<file path="config.mk">
export PLATFORM = sky130hd
export DESIGN_NAME = stopwatch_ctrl_flat
export DESIGN_NICKNAME = d
export VERILOG_FILES = /design/src/rtl/stopwatch_ctrl_if.sv /design/src/rtl/stopwatch_ctrl.sv /design/src/flat_wrapper.sv
export SDC_FILE = /design/constraint.sdc
export NUM_CORES = 1
export LEC_CHECK = 0
export ABC_CLOCK_PERIOD_IN_PS = 1800
export BUFFER_PORTS_ARGS = -buffer_cell sky130_fd_sc_hd__clkbuf_2
export CAP_MARGIN = 25
export CORE_UTILIZATION = 50
export CTS_BUF_LIST = sky130_fd_sc_hd__clkbuf_2
export DETAILED_ROUTE_END_ITERATION = 7
export PLACE_DENSITY = 0.72
export SLEW_MARGIN = 20
export SYNTH_ARGS = -nofsm -noshare
export SYNTH_HDL_FRONTEND = slang
export SYNTH_SLANG_ARGS = --single-unit
export TNS_END_PERCENT = 20
</file>
<file path="constraint.sdc">
create_clock -name clk_50 -period 1.8 [get_ports clk_50]
set_input_delay 0.36 -clock clk_50 [delete_from_list [all_inputs] [get_ports clk_50]]
set_output_delay 0.36 -clock clk_50 [all_outputs]
set_load 0.02 [all_outputs]
</file>
<file path="src/rtl/stopwatch_ctrl_if.sv">
// Button, counter and display signals between the stopwatch controller
// and its surroundings (counter datapath, segment decoders, buttons).
interface stopwatch_ctrl_if #(
    parameter int unsigned CNT_W = 6
);
    logic             btn_start;
    logic             btn_lap;
    logic             btn_clr;
    logic [CNT_W-1:0] cnt_q;
    logic             cnt_en;
    logic             cnt_clr;
    logic [CNT_W-1:0] disp_q;
    logic             running;
    logic             lap_active;

    // Environment side: drives buttons and the counter value
    modport master (
        output btn_start, btn_lap, btn_clr, cnt_q,
        input  cnt_en, cnt_clr, disp_q, running, lap_active
    );

    // Controller side
    modport slave (
        input  btn_start, btn_lap, btn_clr, cnt_q,
        output cnt_en, cnt_clr, disp_q, running, lap_active
    );
endinterface

</file>
<file path="src/rtl/stopwatch_ctrl.sv">
// Run/pause/lap/clear controller for the stopwatch seconds counter.
// Decodes button presses into a 4-state FSM, generates the 1 Hz count
// enable from clk_50, issues counter clears and selects the display value.
module stopwatch_ctrl #(
    parameter int unsigned TICK_DIV = 50000000,
    parameter int unsigned CNT_W    = 6
) (
    input  logic               clk_50,
    input  logic               rst,
    stopwatch_ctrl_if.slave    bus
);
    localparam int unsigned    DIV_W    = (TICK_DIV > 1) ? $clog2(TICK_DIV) : 1;
    localparam logic [DIV_W-1:0] DIV_LAST = DIV_W'(TICK_DIV - 1);

    typedef enum logic [1:0] {
        IDLE  = 2'd0,
        RUN   = 2'd1,
        LAP   = 2'd2,
        PAUSE = 2'd3
    } state_t;

    state_t           state;
    state_t           next_state;
    logic             start_prev;
    logic             lap_prev;
    logic             clr_prev;
    logic             press_start;
    logic             press_lap;
    logic             press_clr;
    logic [DIV_W-1:0] div_cnt;
    logic [CNT_W-1:0] lap_reg;
    logic [CNT_W-1:0] lap_reg_next;
    logic [CNT_W-1:0] disp_reg;
    logic             clr_reg;
    logic             counting;

    // Rising-edge press detection on the already-debounced button levels
    always_comb begin
        press_start = bus.btn_start & ~start_prev;
        press_lap   = bus.btn_lap   & ~lap_prev;
        press_clr   = bus.btn_clr   & ~clr_prev;
    end

    // Next-state and lap capture; clr beats start beats lap
    always_comb begin
        next_state   = state;
        lap_reg_next = lap_reg;
        if (press_clr) begin
            next_state = IDLE;
        end else begin
            case (state)
                IDLE: begin
                    if (press_start) next_state = RUN;
                end
                RUN: begin
                    if (press_start) begin
                        next_state = PAUSE;
                    end else if (press_lap) begin
                        next_state   = LAP;
                        lap_reg_next = bus.cnt_q;
                    end
                end
                LAP: begin
                    if (press_start)    next_state = PAUSE;
                    else if (press_lap) next_state = RUN;
                end
                PAUSE: begin
                    if (press_start) next_state = RUN;
                end
                default: next_state = IDLE;
            endcase
        end
    end

    // Control FSM with registered lap split, display and clear pulse
    always_ff @(posedge clk_50) begin
        if (!rst) begin
            state    <= IDLE;
            lap_reg  <= '0;
            disp_reg <= '0;
            clr_reg  <= 1'b0;
        end else begin
            state    <= next_state;
            lap_reg  <= lap_reg_next;
            // Uses lap_reg_next so the freshly captured split shows on entry to LAP
            disp_reg <= (next_state == LAP) ? lap_reg_next : bus.cnt_q;
            clr_reg  <= press_clr;
        end
    end

    // Button history; preset high so a button held through reset is not a press
    always_ff @(posedge clk_50) begin
        if (!rst) begin
            start_prev <= 1'b1;
            lap_prev   <= 1'b1;
            clr_prev   <= 1'b1;
        end else begin
            start_prev <= bus.btn_start;
            lap_prev   <= bus.btn_lap;
            clr_prev   <= bus.btn_clr;
        end
    end

    assign counting = (state == RUN) || (state == LAP);

    // Tick divider: runs in RUN/LAP, holds in PAUSE to keep the fractional second
    always_ff @(posedge clk_50) begin
        if (!rst) begin
            div_cnt <= '0;
        end else if (press_clr || (state == IDLE)) begin
            div_cnt <= '0;
        end else if (counting) begin
            if (div_cnt == DIV_LAST) div_cnt <= '0;
            else                     div_cnt <= div_cnt + DIV_W'(1);
        end
    end

    assign bus.cnt_en     = counting && (div_cnt == DIV_LAST) && !press_clr;
    assign bus.cnt_clr    = clr_reg;
    assign bus.disp_q     = disp_reg;
    assign bus.running    = counting;
    assign bus.lap_active = (state == LAP);
endmodule

</file>
<file path="src/flat_wrapper.sv">
// flat-port wrapper written by rule: the top's interface ports become plain ports
module stopwatch_ctrl_flat 
#(
    parameter int unsigned TICK_DIV = 50000000,
    parameter int unsigned CNT_W    = 6
)
  (clk_50, rst, bus_btn_start, bus_btn_lap, bus_btn_clr, bus_cnt_q, bus_cnt_en, bus_cnt_clr, bus_disp_q, bus_running, bus_lap_active);
  stopwatch_ctrl_if #(.CNT_W(CNT_W)) bus_i ();
  input  logic clk_50;
  input  logic rst;
  input wire logic [$bits(bus_i.btn_start)-1:0] bus_btn_start;
  input wire logic [$bits(bus_i.btn_lap)-1:0] bus_btn_lap;
  input wire logic [$bits(bus_i.btn_clr)-1:0] bus_btn_clr;
  input wire logic [$bits(bus_i.cnt_q)-1:0] bus_cnt_q;
  output wire logic [$bits(bus_i.cnt_en)-1:0] bus_cnt_en;
  output wire logic [$bits(bus_i.cnt_clr)-1:0] bus_cnt_clr;
  output wire logic [$bits(bus_i.disp_q)-1:0] bus_disp_q;
  output wire logic [$bits(bus_i.running)-1:0] bus_running;
  output wire logic [$bits(bus_i.lap_active)-1:0] bus_lap_active;
  assign bus_i.btn_start = bus_btn_start;
  assign bus_i.btn_lap = bus_btn_lap;
  assign bus_i.btn_clr = bus_btn_clr;
  assign bus_i.cnt_q = bus_cnt_q;
  assign bus_cnt_en = bus_i.cnt_en;
  assign bus_cnt_clr = bus_i.cnt_clr;
  assign bus_disp_q = bus_i.disp_q;
  assign bus_running = bus_i.running;
  assign bus_lap_active = bus_i.lap_active;
  stopwatch_ctrl #(.TICK_DIV(TICK_DIV), .CNT_W(CNT_W)) u_core (.clk_50(clk_50), .rst(rst), .bus(bus_i));
endmodule
</file>
; ---- Word level (Yosys, flattened, before mapping)
; Cells that the tools add are included.
[totals]
register_bits = 44
latchBits = 0
ram_bits = 0
romBits = 0
mem_count = 0
[classes]
add_sub_neg = 1
n_mul = 0
div_mod_pow = 0
order_cmp = 0
eq_ne = 5
shifts = 0
mux = 13
n_bitwise = 7
reduce_logical = 8
[op_table]
columns = op, count
row1 = $mux 6, 5
row2 = $add 26x1->26 const B, 1
row3 = $eq 26x26->1 const B, 1
row4 = $mux 26, 1
row5 = $mux 2, 6
row6 = $eq 2x2->1 const B, 3
row7 = $pmux 2 s3, 1
row8 = $not 1->1, 4
row9 = $reduce_or 2->1, 2
row10 = $and 1x1->1, 3
row11 = $eq 2x1->1 const B, 1
row12 = $logic_and 1x1->1, 2
row13 = $logic_not 2->1, 1
row14 = $logic_or 1x1->1, 2
row15 = $logic_not 1->1, 1

; ---- Longest topological paths before layout
; Gate-level depths: netlist of the first run.
[depth]
ltp_word = 8
depth_mapped = 9
mapped_depth_nobuf = 7

; ---- Least setup slack after synthesis of the first run
; No wires, ideal clock.
[synth_timing]
path_type = register to output
from = reg u_core.state[0]
to = out bus_cnt_en
arrival_ps = 1920
required_time_ps = 1440
path_slack_ps = -480
path_stages_with_launch = 8
path_buffers = 1
cell_sequence = dfxtp_1 inv_1 ha_1 buf_2 nand3_1 nor2_1 nand3_2 nor2_1
[synth_via]
elab_chain_len = 4
[synth_rtl]
columns = element, line_no
row1 = from (decl), stopwatch_ctrl.sv:22  ; state_t state;
row2 = from (signal assigned), stopwatch_ctrl.sv:83  ; state <= next_state;
row3 = $eq 2x1->1 / $eq 2x2->1 (equally long branches), stopwatch_ctrl.sv:104  ; assign counting = (state == RUN) || (state == LAP);
row4 = $logic_or 1x1->1 (*), stopwatch_ctrl.sv:104
row5 = net bus_running, flat_wrapper.sv:18  ; output wire logic [$bits(bus_i.running)-1:0] bus_running;
row6 = $logic_and 1x1->1 (*) (2 in a row), stopwatch_ctrl.sv:118  ; assign bus.cnt_en = counting && (div_cnt == DIV_LAST) && !press_clr;
row7 = to (decl), flat_wrapper.sv:15  ; output wire logic [$bits(bus_i.cnt_en)-1:0] bus_cnt_en;
; The timed path passes the listed nets; every way through them passes the cells marked *.

; ---- Worst setup path after layout of the first run
[layout_timing]
from = reg u_core.div_cnt[18]
to = out bus_cnt_en
[layout_via]
elab_chain_len = 3
[layout_rtl]
columns = element, line_no
row1 = from (decl), stopwatch_ctrl.sv:30  ; logic [DIV_W-1:0] div_cnt;
row2 = from (signal assigned), stopwatch_ctrl.sv:114  ; else div_cnt <= div_cnt + DIV_W'(1);
row3 = $eq 26x26->1, stopwatch_ctrl.sv:118
row4 = $logic_and 1x1->1 (2 in a row), stopwatch_ctrl.sv:118
; Every way passes these cells.

==> impl_results.md, run 1 <==
* Mapped Cells at 233
* Leading post-synthesis cells by cell area: dfxtp_1 43%, mux2i_1 6.3%, xor2_1 5.5%
* Mean Syn Cell Area at 8.877 µm²
* CTS Root Buffer Type: clkbuf_2
* CTS Hold Bufs at 0
* Antenna violations before repair at 0
* Num rows at 23
* Wire per inst at 13.52 µm
* EDFF count, synth at 0
* Total Routing Usage GR at 22.37%
* Initial Utilization at 52.08%
* Max-Cap Viols at 0
* Total number of vias at 1809
* Max stage delay on crit path at 550 ps
* CP max FO at 2
* P&R area growth vs syn at 26.19%
* Top_reg_cell synth: dfxtp_1
* Crit Path Class: reg -> out
* Die Height at 66.32 µm
* Layout cell share with drive strength beyond 1 at 28.42%
* Status: finished, violations left
* Tmin final at 2374 ps
* Buf+Inv Stages, Crit Path at 1
* Most frequent cell after synthesis: dfxtp_1
* Routed WL at 4530 µm
* Post-Layout Cell Count at 335
* Hold crit path type: in -> reg
* Top cell type by total area after synthesis: dfxtp_1
* Clock sink count at 44
* Overall die area at 4398 µm²
* Nets@finish at 301
* First-pass GRT wire length at 7307 µm
* Async SR Flop Fraction at 0%
* Hold path depth at 2
* CTS tree: done
* Family with the most delay on the worst path: simple AND/OR/NAND/NOR gates
* Max rail drop VDD at 0.4658 mV
* CTS H-tree lvls at 2
* Worst EP required at 1440 ps
* Remaining routing DRC violations at 0
* Reg2reg start: u_core.div_cnt[18]
* Gpl congestion at 0.8691
* Worst setup margin at -574.3 ps
* Critical Path End Type: output pin
* Vias per cell at 5.400
* Max reg flops at 26
* Cell with the largest stage delay on the worst path: or4bb_4
* Slew @ Worst Pin at 837.7 ps
* Reg2Reg Capture Point: u_core.div_cnt[16]
* Normalized max-slew margin at 43.95%
* Placed Area at 2440 µm²
* N_diodes at 0
* Total CTS buffers at 5
* CTS max path bufs at 2
* Leakage power at 0.9901 nW
* Worst reg-to-reg setup slack at -30 ps
* Crit-path cells: or4bb_4 -> nor4_4 -> nand3_2 -> nor2_4 -> clkbuf_8
* GR Util met1 at 26.71%
* Fin area at 2610 µm²
* Tot Pwr at 1.785 mW
* Power Density at 684.1 nW/µm²
* Number of distinct library cells after synthesis at 41
* Number of global-route vias before repair at 1650
* Port Buffers at 20
* Hold Path Origin: bus_btn_start
* Worst-path clk slew at 210 ps
* TritonRoute pass-1 iters at 4
* Synth cell count leaders: 44 x dfxtp_1, 29 x nor2_1, 24 x nand2_1
* Worst hold path endpoint: u_core.start_prev
* Gr busiest metal: met2
* GR Util met3 at 5.690%
* Worst setup SP type: flop
* Clock latency on the worst-skew pair at 400 ps
* I/O pin total at 21
* Sequential-to-total area share from yosys stat at 42.59%
* Synth Net Count at 249
* Clock Skews at 13.05 ps
* Hold Fails Final Rpt at 0
* Pins Over Slew Limit at 0
* Cell Area, Synth at 2068 µm²
* Hold slack at 138.2 ps
* Largest net degree at the start of global routing at 24
* Placed Cells incl. Taps at 323
* Final ANT Viol Nets at 0
* WP data arrival at 2010 ps
* Final worst-path cycle share at 131.9%
* DIE WIDTH at 66.32 µm
* # setup viols final at 10
* Failing checks: negative setup slack
* Core area at 3971 µm²
* Met2 Usage GRT at 37.63%
* Syn. warnings at 0
* FF+latch count, synth at 44
* Gr ovfl total at 0
* Dpl hpwl at 3073 µm
* Number of DRC markers in iteration 0 at 100
* Final Util at 65.72%
* Top cell type's share of synthesized area at 42.59%
* Reg2Reg Depth at 6
* RSZ-0062 raised after global routing: yes
* Fmax at 421.2 MHz
-- where the power goes --
part           internal (mW)  switching (mW)  total [mW]
clock                  0.367           0.308       0.674
sequential             0.990         0.00496       0.995
combinational         0.0513          0.0647       0.116
-- kinds of logic (layout without fill, tap and decap cells) --
| family | count (synthesis) | in the layout | synth area share (%) |
|---|---|---|---|
| mux | 13 | 13 | 6.291 |
| simple gates | 118 | 119 | 30.79 |
| xor+xnor | 17 | 17 | 7.199 |
| buf+inv | 8 | 59 | 2.117 |
| fa+ha+maj | 5 | 5 | 3.025 |
| compound gates | 28 | 28 | 7.985 |
| flops | 44 | 44 | 42.59 |
-- placed cells by master (no fill, tap or decap), drive strengths merged, types with 7 or more instances in the layout --
cell	instances
o21ai	7
nand4	11
buf	30
a21oi	11
nand3	11
dfxtp	44
nor2b	9
nand2	26
clkbuf	24
mux2i	13
xor2	13
nor2	31
-- how the worst max path moves through the flow --
stage | startpoint | end | depth (start not counted)
2_1_floorplan | u_core.div_cnt[25] | bus_cnt_en | 4
3_5_place_dp | u_core.div_cnt[25] | bus_cnt_en | 5
6_report | u_core.div_cnt[18] | bus_cnt_en | 5
5_1_grt | u_core.div_cnt[17] | bus_cnt_en | 5
3_3_place_gp | u_core.div_cnt[18] | bus_cnt_en | 5
4_1_cts | u_core.div_cnt[25] | bus_cnt_en | 5
-- cell type report --
type,instances,area [µm²]
clock buffers,5,25.02
clock inverters,2,60.06
fillers,335,1361
inverters,3,13.76
multi-input cells,182,1224
flip-flops and latches,44,885.9
well taps,50,62.56
repair buffers,49,339.1
-- worst reg2reg max path, stage by stage (launching register included) --
cell and delay, ps:
dfxtp_1 360, or4bb_4 550, nor4_4 330, buf_4 200, a21oi_1 70, o21ai_1 150
a21oi_1 80
-- repair_timing --
action,4_1_cts,5_1_grt
pin swaps,1,3
cloned,1,0
setup endpoints to repair,29,30
resized for setup,10,3
buffers inserted,0,4
-- stage by stage --
| stage | worst slack [ps] | setup TNS, ps |
|---|---|---|
| 6_report | -574.3 | -613.6 |
| 5_1_grt | -690.7 | -3318 |
| 4_1_cts | -598.1 | -755.1 |
| 3_5_place_dp | -136.0 | -1037 |
| 3_3_place_gp | -111.5 | -397.1 |
| 2_1_floorplan | -172.1 | -585.9 |
-- per-layer routing --
metal  routed length, µm  share of wire (%)
met1                2052                 45
met2                2219                 49
met3                 145                3.2
met4                 112                2.5
met5                   0                  0
No activity file was read; power rests on OpenSTA's default activity.
==> run 2, diff against run 1 <==
- SKIP_LAST_GASP: not set -> 1
==> impl_results.md, run 2 (synthesis gave the netlist of run 1 again) <==
* Dpl hpwl at 3073 µm (unchanged)
* Normalized max-slew margin at 54.27% (+10 points)
* Tot Pwr at 1.786 mW (about the same)
* Hold slack at 136.5 ps (-1.797 ps)
* Crit Path Class: reg -> out
* Remaining routing DRC violations at 0 (unchanged)
* Vias per cell at 5.388 (-0.22%)
* Worst setup margin at -589.1 ps (-14.77 ps)
* Clock sink count at 44 (unchanged)
* Fmax at 418.6 MHz (-0.62%)
* Total number of vias at 1805 (-0.22%)
* Total Routing Usage GR at 21.74% (-0.62 points)
* WP data arrival at 2030 ps (+20 ps)
* Port Buffers at 20 (unchanged)
* # fillers at 325 (-3.0%)
* TritonRoute pass-1 iters at 4 (unchanged)
* Initial Utilization at 52.08% (unchanged)
* Hold Fails Final Rpt at 0 (unchanged)
* Die Height at 66.32 µm (unchanged)
* Multi-input gate area at 1220 µm² (-0.31%)
* Nets@finish at 301 (unchanged)
* Max-Cap Viols at 0 (unchanged)
* Leakage power at 0.9891 nW (about the same)
* Commonest cells after routing, fill and taps aside: 39 x dfxtp_1, 28 x buf_4, 26 x nor2_1
* Number of DRC markers in iteration 0 at 90 (-10%)
* Gr ovfl total at 0 (unchanged)
* RSZ-0062 raised after global routing: yes
* Worst EP required at 1440 ps (about the same)
* Fin area at 2605 µm² (-0.19%)
* P&R area growth vs syn at 25.95%
* Antenna violations before repair at 0 (unchanged)
* Number of global-route vias before repair at 1612 (-2.3%)
* DIE WIDTH at 66.32 µm (unchanged)
* Overall die area at 4398 µm² (unchanged)
* Routed WL at 4394 µm (-3.0%)
* CP max FO at 2 (unchanged)
* CTS max path bufs at 2 (unchanged)
* Final ANT Viol Nets at 0 (unchanged)
* CTS tree: done
* Power Density at 685.6 nW/µm² (+0.22%)
* Pins Over Slew Limit at 0 (unchanged)
* Largest net degree at the start of global routing at 24 (unchanged)
* # setup viols final at 30 (+20)
* Register area at 887.1 µm² (+0.14%)
* Slew @ Worst Pin at 683.5 ps (-154.2 ps)
* Critical Path End Type: output pin
* Failing checks: negative setup slack
* Core area at 3971 µm² (unchanged)
* Commonest non-fill, non-tap cell in the layout: dfxtp_1
* I/O pin total at 21 (unchanged)
* Placed Area at 2440 µm² (unchanged)
* Final worst-path cycle share at 132.7% (+0.82 points)
* Total CTS buffers at 5 (unchanged)
* Status: finished, violations left
* CTS Root Buffer Type: clkbuf_2
* Hold path depth at 2 (unchanged)
* Wire per inst at 13.12 µm (-3.0%)
* Worst-path clk slew at 210 ps (about the same)
* Max rail drop VDD at 0.4654 mV (about the same)
* Layout cell share with drive strength beyond 1 at 29.47% (+1.1 points)
* Max reg flops at 26 (unchanged)
* Worst setup SP type: flop
* Num rows at 23 (unchanged)
* Clock Skews at 8.347 ps (-4.708 ps)
* Clock latency on the worst-skew pair at 400 ps (about the same)
* CTS H-tree lvls at 2 (unchanged)
* Hold crit path type: in -> reg
* Tmin final at 2389 ps (+14.77 ps)
* Gpl congestion at 0.8691 (unchanged)
* N_diodes at 0 (unchanged)
* First-pass GRT wire length at 7141 µm (-2.3%)
* Reg2Reg Depth at 6 (unchanged)
[run 2: layout make-up]
cell class | instances | share of cell area, %
clock buffers | 5 | 0.9606
clock inverters | 2 | 2.305
inverters | 3 | 0.5283
multi-input cells | 182 | 46.83
flip-flops and latches | 44 | 34.05
well taps | 50 | 2.402
repair buffers | 49 | 12.92
[run 2: per-stage QoR]
step,util [%],std cells,setup TNS (ps),setup WS [ps]
2_1_floorplan,-,233,-585.9,-172.1
3_3_place_gp,61.44,323,-397.1,-111.5
3_5_place_dp,61.44,323,-1037,-136.0
4_1_cts,64.21,331,-1154,-611.8
5_1_grt,65.60,335,-3979,-687.7
6_report,65.60,335,-1713,-589.1
[run 2: metal layers]
layer,vias to the layer above,routed length (µm),track usage [%]
met5,-,0,0
li1,927,-,-
met3,8,179,5.690
met4,0,90,8.511
met1,825,1989,26.37
met2,45,2135,36.35
[run 2: where the power goes]
group	switching [mW]	total [mW]	internal [mW]
logic	0.0646	0.116	0.0510
registers	0.00501	0.995	0.990
clock network	0.309	0.675	0.367
total	0.378	1.79	1.41
[run 2: repair_timing]
item,4_1_cts,5_1_grt
hold buffers,0,0
endpoints found under the setup margin,29,30
cloned,1,0
endpoints found under the hold margin,0,0
setup buffers,0,5
gates resized for setup,3,12
pin swaps,0,9
[run 2: final timing paths]
kind	startpoint	end	slack, ps
setup / recovery	u_core.div_cnt[16]	bus_cnt_en	-590
hold / removal	bus_btn_start	u_core.start_prev	140
setup reg to reg	u_core.div_cnt[16]	u_core.div_cnt[9]	-70
hold reg to reg	u_core.lap_reg[0]	u_core.bus.disp_q[0]	480
[run 2: critical path: stages, from the launching register on]
cell     delay [ps]
dfxtp_2         370
or4_4           570
nor4_4          320
nand3_2         140
nor2_4          110
buf_6           120
==> run 3, diff against run 2 <==
- CORE_MARGIN: not set -> 3
==> impl_results.md, run 3 (synthesis gave the netlist of run 1 again) <==
* Failing checks: negative setup slack
* Crit-path cells: or4bb_4 -> nor4_4 -> nand3_2 -> nor2_4 -> clkbuf_8
* Total Routing Usage GR at 17.92% (-3.8 points)
* Worst setup margin at -557.5 ps (+31.64 ps)
* Crit Path Class: reg -> out
* Multi-input gate area at 1220 µm² (unchanged)
* Tot Pwr at 1.554 mW (-13%)
* Normalized max-slew margin at 64.93% (+11 points)
* Final ANT Viol Nets at 0 (unchanged)
* Clock share of power at 28.6% (-9.2 points)
* Sw Share at 26.27% (+5.1 points)
* Clock Skews at 13.37 ps (+5.018 ps)
* Wire per inst at 12.68 µm (-3.4%)
* CP max FO at 2 (unchanged)
* Max reg flops at 26 (unchanged)
* Antenna violations before repair at 0 (unchanged)
* Commonest non-fill, non-tap cell in the layout: dfxtp_1
* Comb power frac at 7.4% (+0.9 points)
* Commonest cells after routing, fill and taps aside: 38 x dfxtp_1, 30 x buf_4, 26 x nor2_1
* Worst setup SP type: flop
* Hold slack at 134.2 ps (-2.248 ps)
* Num rows at 22 (-4.3%)
* Clock latency on the worst-skew pair at 400 ps (about the same)
* Psw at 408.3 µW (+8.0%)
* Vias per cell at 5.455 (+1.2%)
* Register area at 888.4 µm² (+0.14%)
* I/O pin total at 21 (unchanged)
* Hold Fails Final Rpt at 0 (unchanged)
* Leakage power at 0.9671 nW (-2.2%)
* Worst-path clk slew at 240 ps (+30 ps)
* Max rail drop VDD at 0.5508 mV (+18%)
* Cell with the largest stage delay on the worst path: or4bb_4
* Number of global-route vias before repair at 1660 (+3.0%)
* Final worst-path cycle share at 131.0% (-1.8 points)
* Total CTS buffers at 5 (unchanged)
* P&R area growth vs syn at 23.96%
* Initial Utilization at 54.05% (+2.0 points)
* Fmax at 424.2 MHz (+1.3%)
* CTS Root Buffer Type: clkbuf_2
* Hold path depth at 2 (unchanged)
* Sequential fraction of design power at 64.0% (+8.3 points)
* Dpl hpwl at 3201 µm (+4.1%)
* Nets@finish at 301 (unchanged)
* Max-Cap Viols at 0 (unchanged)
* Fin area at 2564 µm² (-1.6%)
* # setup viols final at 20 (-33%)
* Buf+Inv Stages, Crit Path at 1 (unchanged)
* CTS tree: done
* Largest net degree at the start of global routing at 24 (unchanged)
* Max stage delay on crit path at 540 ps (-30 ps)
* # fillers at 340 (+4.6%)
* Slew @ Worst Pin at 524.1 ps (-159.3 ps)
* Pins Over Slew Limit at 0 (unchanged)
* Layout cell share with drive strength beyond 1 at 29.72% (+0.25 points)
* Number of DRC markers in iteration 0 at 64 (-29%)
* RSZ-0062 raised after global routing: yes
* WP data arrival at 2000 ps (-30 ps)
* Reg2Reg Depth at 7 (+1)
* CTS max path bufs at 2 (unchanged)
* Worst EP required at 1440 ps (about the same)
* Overall die area at 4944 µm² (+12%)
* First-pass GRT wire length at 7224 µm (+1.2%)
* TritonRoute pass-1 iters at 4 (unchanged)
* Critical Path End Type: output pin
* WP depth at 5 (unchanged)
* Tmin final at 2357 ps (-31.64 ps)
* Core area at 3826 µm² (-3.7%)
* CTS H-tree lvls at 2 (unchanged)
* Port Buffers at 20 (unchanged)
* Status: finished, violations left
* DIE WIDTH at 70.32 µm (+6.0%)
* Worst reg-to-reg setup slack at -120 ps (-50 ps)
* Cell internal pwr at 1.146 mW (-19%)
* Total number of vias at 1822 (+0.94%)
* Final Util at 67.00% (+1.4 points)
* Gr ovfl total at 0 (unchanged)
* Routed WL at 4234 µm (-3.6%)
* Remaining routing DRC violations at 0 (unchanged)
* Hold crit path type: in -> reg
* Placed Area at 2460 µm² (+0.82%)
* Gpl congestion at 0.8808 (+1.3%)
* Family with the most delay on the worst path: simple AND/OR/NAND/NOR gates
* N_diodes at 0 (unchanged)
* Power Density at 606.2 nW/µm² (-12%)
* Die Height at 70.32 µm (+6.0%)
* Clock sink count at 44 (unchanged)
==> run 3: worst register-to-register path: cells and delay by family (launching register included) <==
kind                   cells  cell delay (ps)
buffers and inverters      2              290
flip-flops                 1              380
AND/OR/NAND/NOR            5             1160
==> run 3: path summary, 6_finish.rpt <==
| path | from | end |
|---|---|---|
| min reg2reg | u_core.lap_reg[3] | u_core.bus.disp_q[3] |
| max reg2reg | u_core.div_cnt[18] | u_core.div_cnt[9] |
| min | bus_btn_start | u_core.start_prev |
| max | u_core.div_cnt[18] | bus_cnt_en |
==> run 3: final cells by class <==
type,instances,area share (%)
clock inverter,3,0.9761
sequential,44,34.65
clock buffer,5,0.9761
tap,48,2.343
timing repair buffer,50,13.03
inverter,3,0.4392
multi-input combinational,181,47.58
==> run 3: per-stage QoR <==
stage | setup TNS [ps] | worst slack, ps | std cells
after CTS | -1022 | -606.0 | 332
after detailed placement | -683.3 | -111.6 | 324
after floorplan | -585.9 | -172.1 | 233
final | -2243 | -557.5 | 334
after global placement | -80.46 | -80.46 | 324
after global routing | -4924 | -695.6 | 334
==> run 3: timing repair <==
| action | in CTS | in global routing |
|---|---|---|
| setup endpoints to repair | 28 | 31 |
| setup buffers | 0 | 3 |
| resized for setup | 6 | 6 |
| hold buffers | 0 | 0 |
| pin swaps | 3 | 5 |
| hold endpoints to repair | 0 | 0 |
==> run 3: power groups by stage <==
stage	Clock (mW)	Combinational, mW	Sequential, mW
detailed placement	0	0.108	1.01
global placement	0	0.106	1.01
CTS	0.462	0.109	0.996
finish	0.445	0.114	0.995
global route	0.505	0.125	0.999
floorplan	0	0.0595	1.03
==> run 3: per-layer routing <==
layer  vias up  share of wire (%)  track usage (%)
met5         -                  0                0
met4         0                1.4            5.106
met3         9                4.6            4.892
met2        34                 47            29.42
met1       853                 47            22.90
li1        926                  -                -
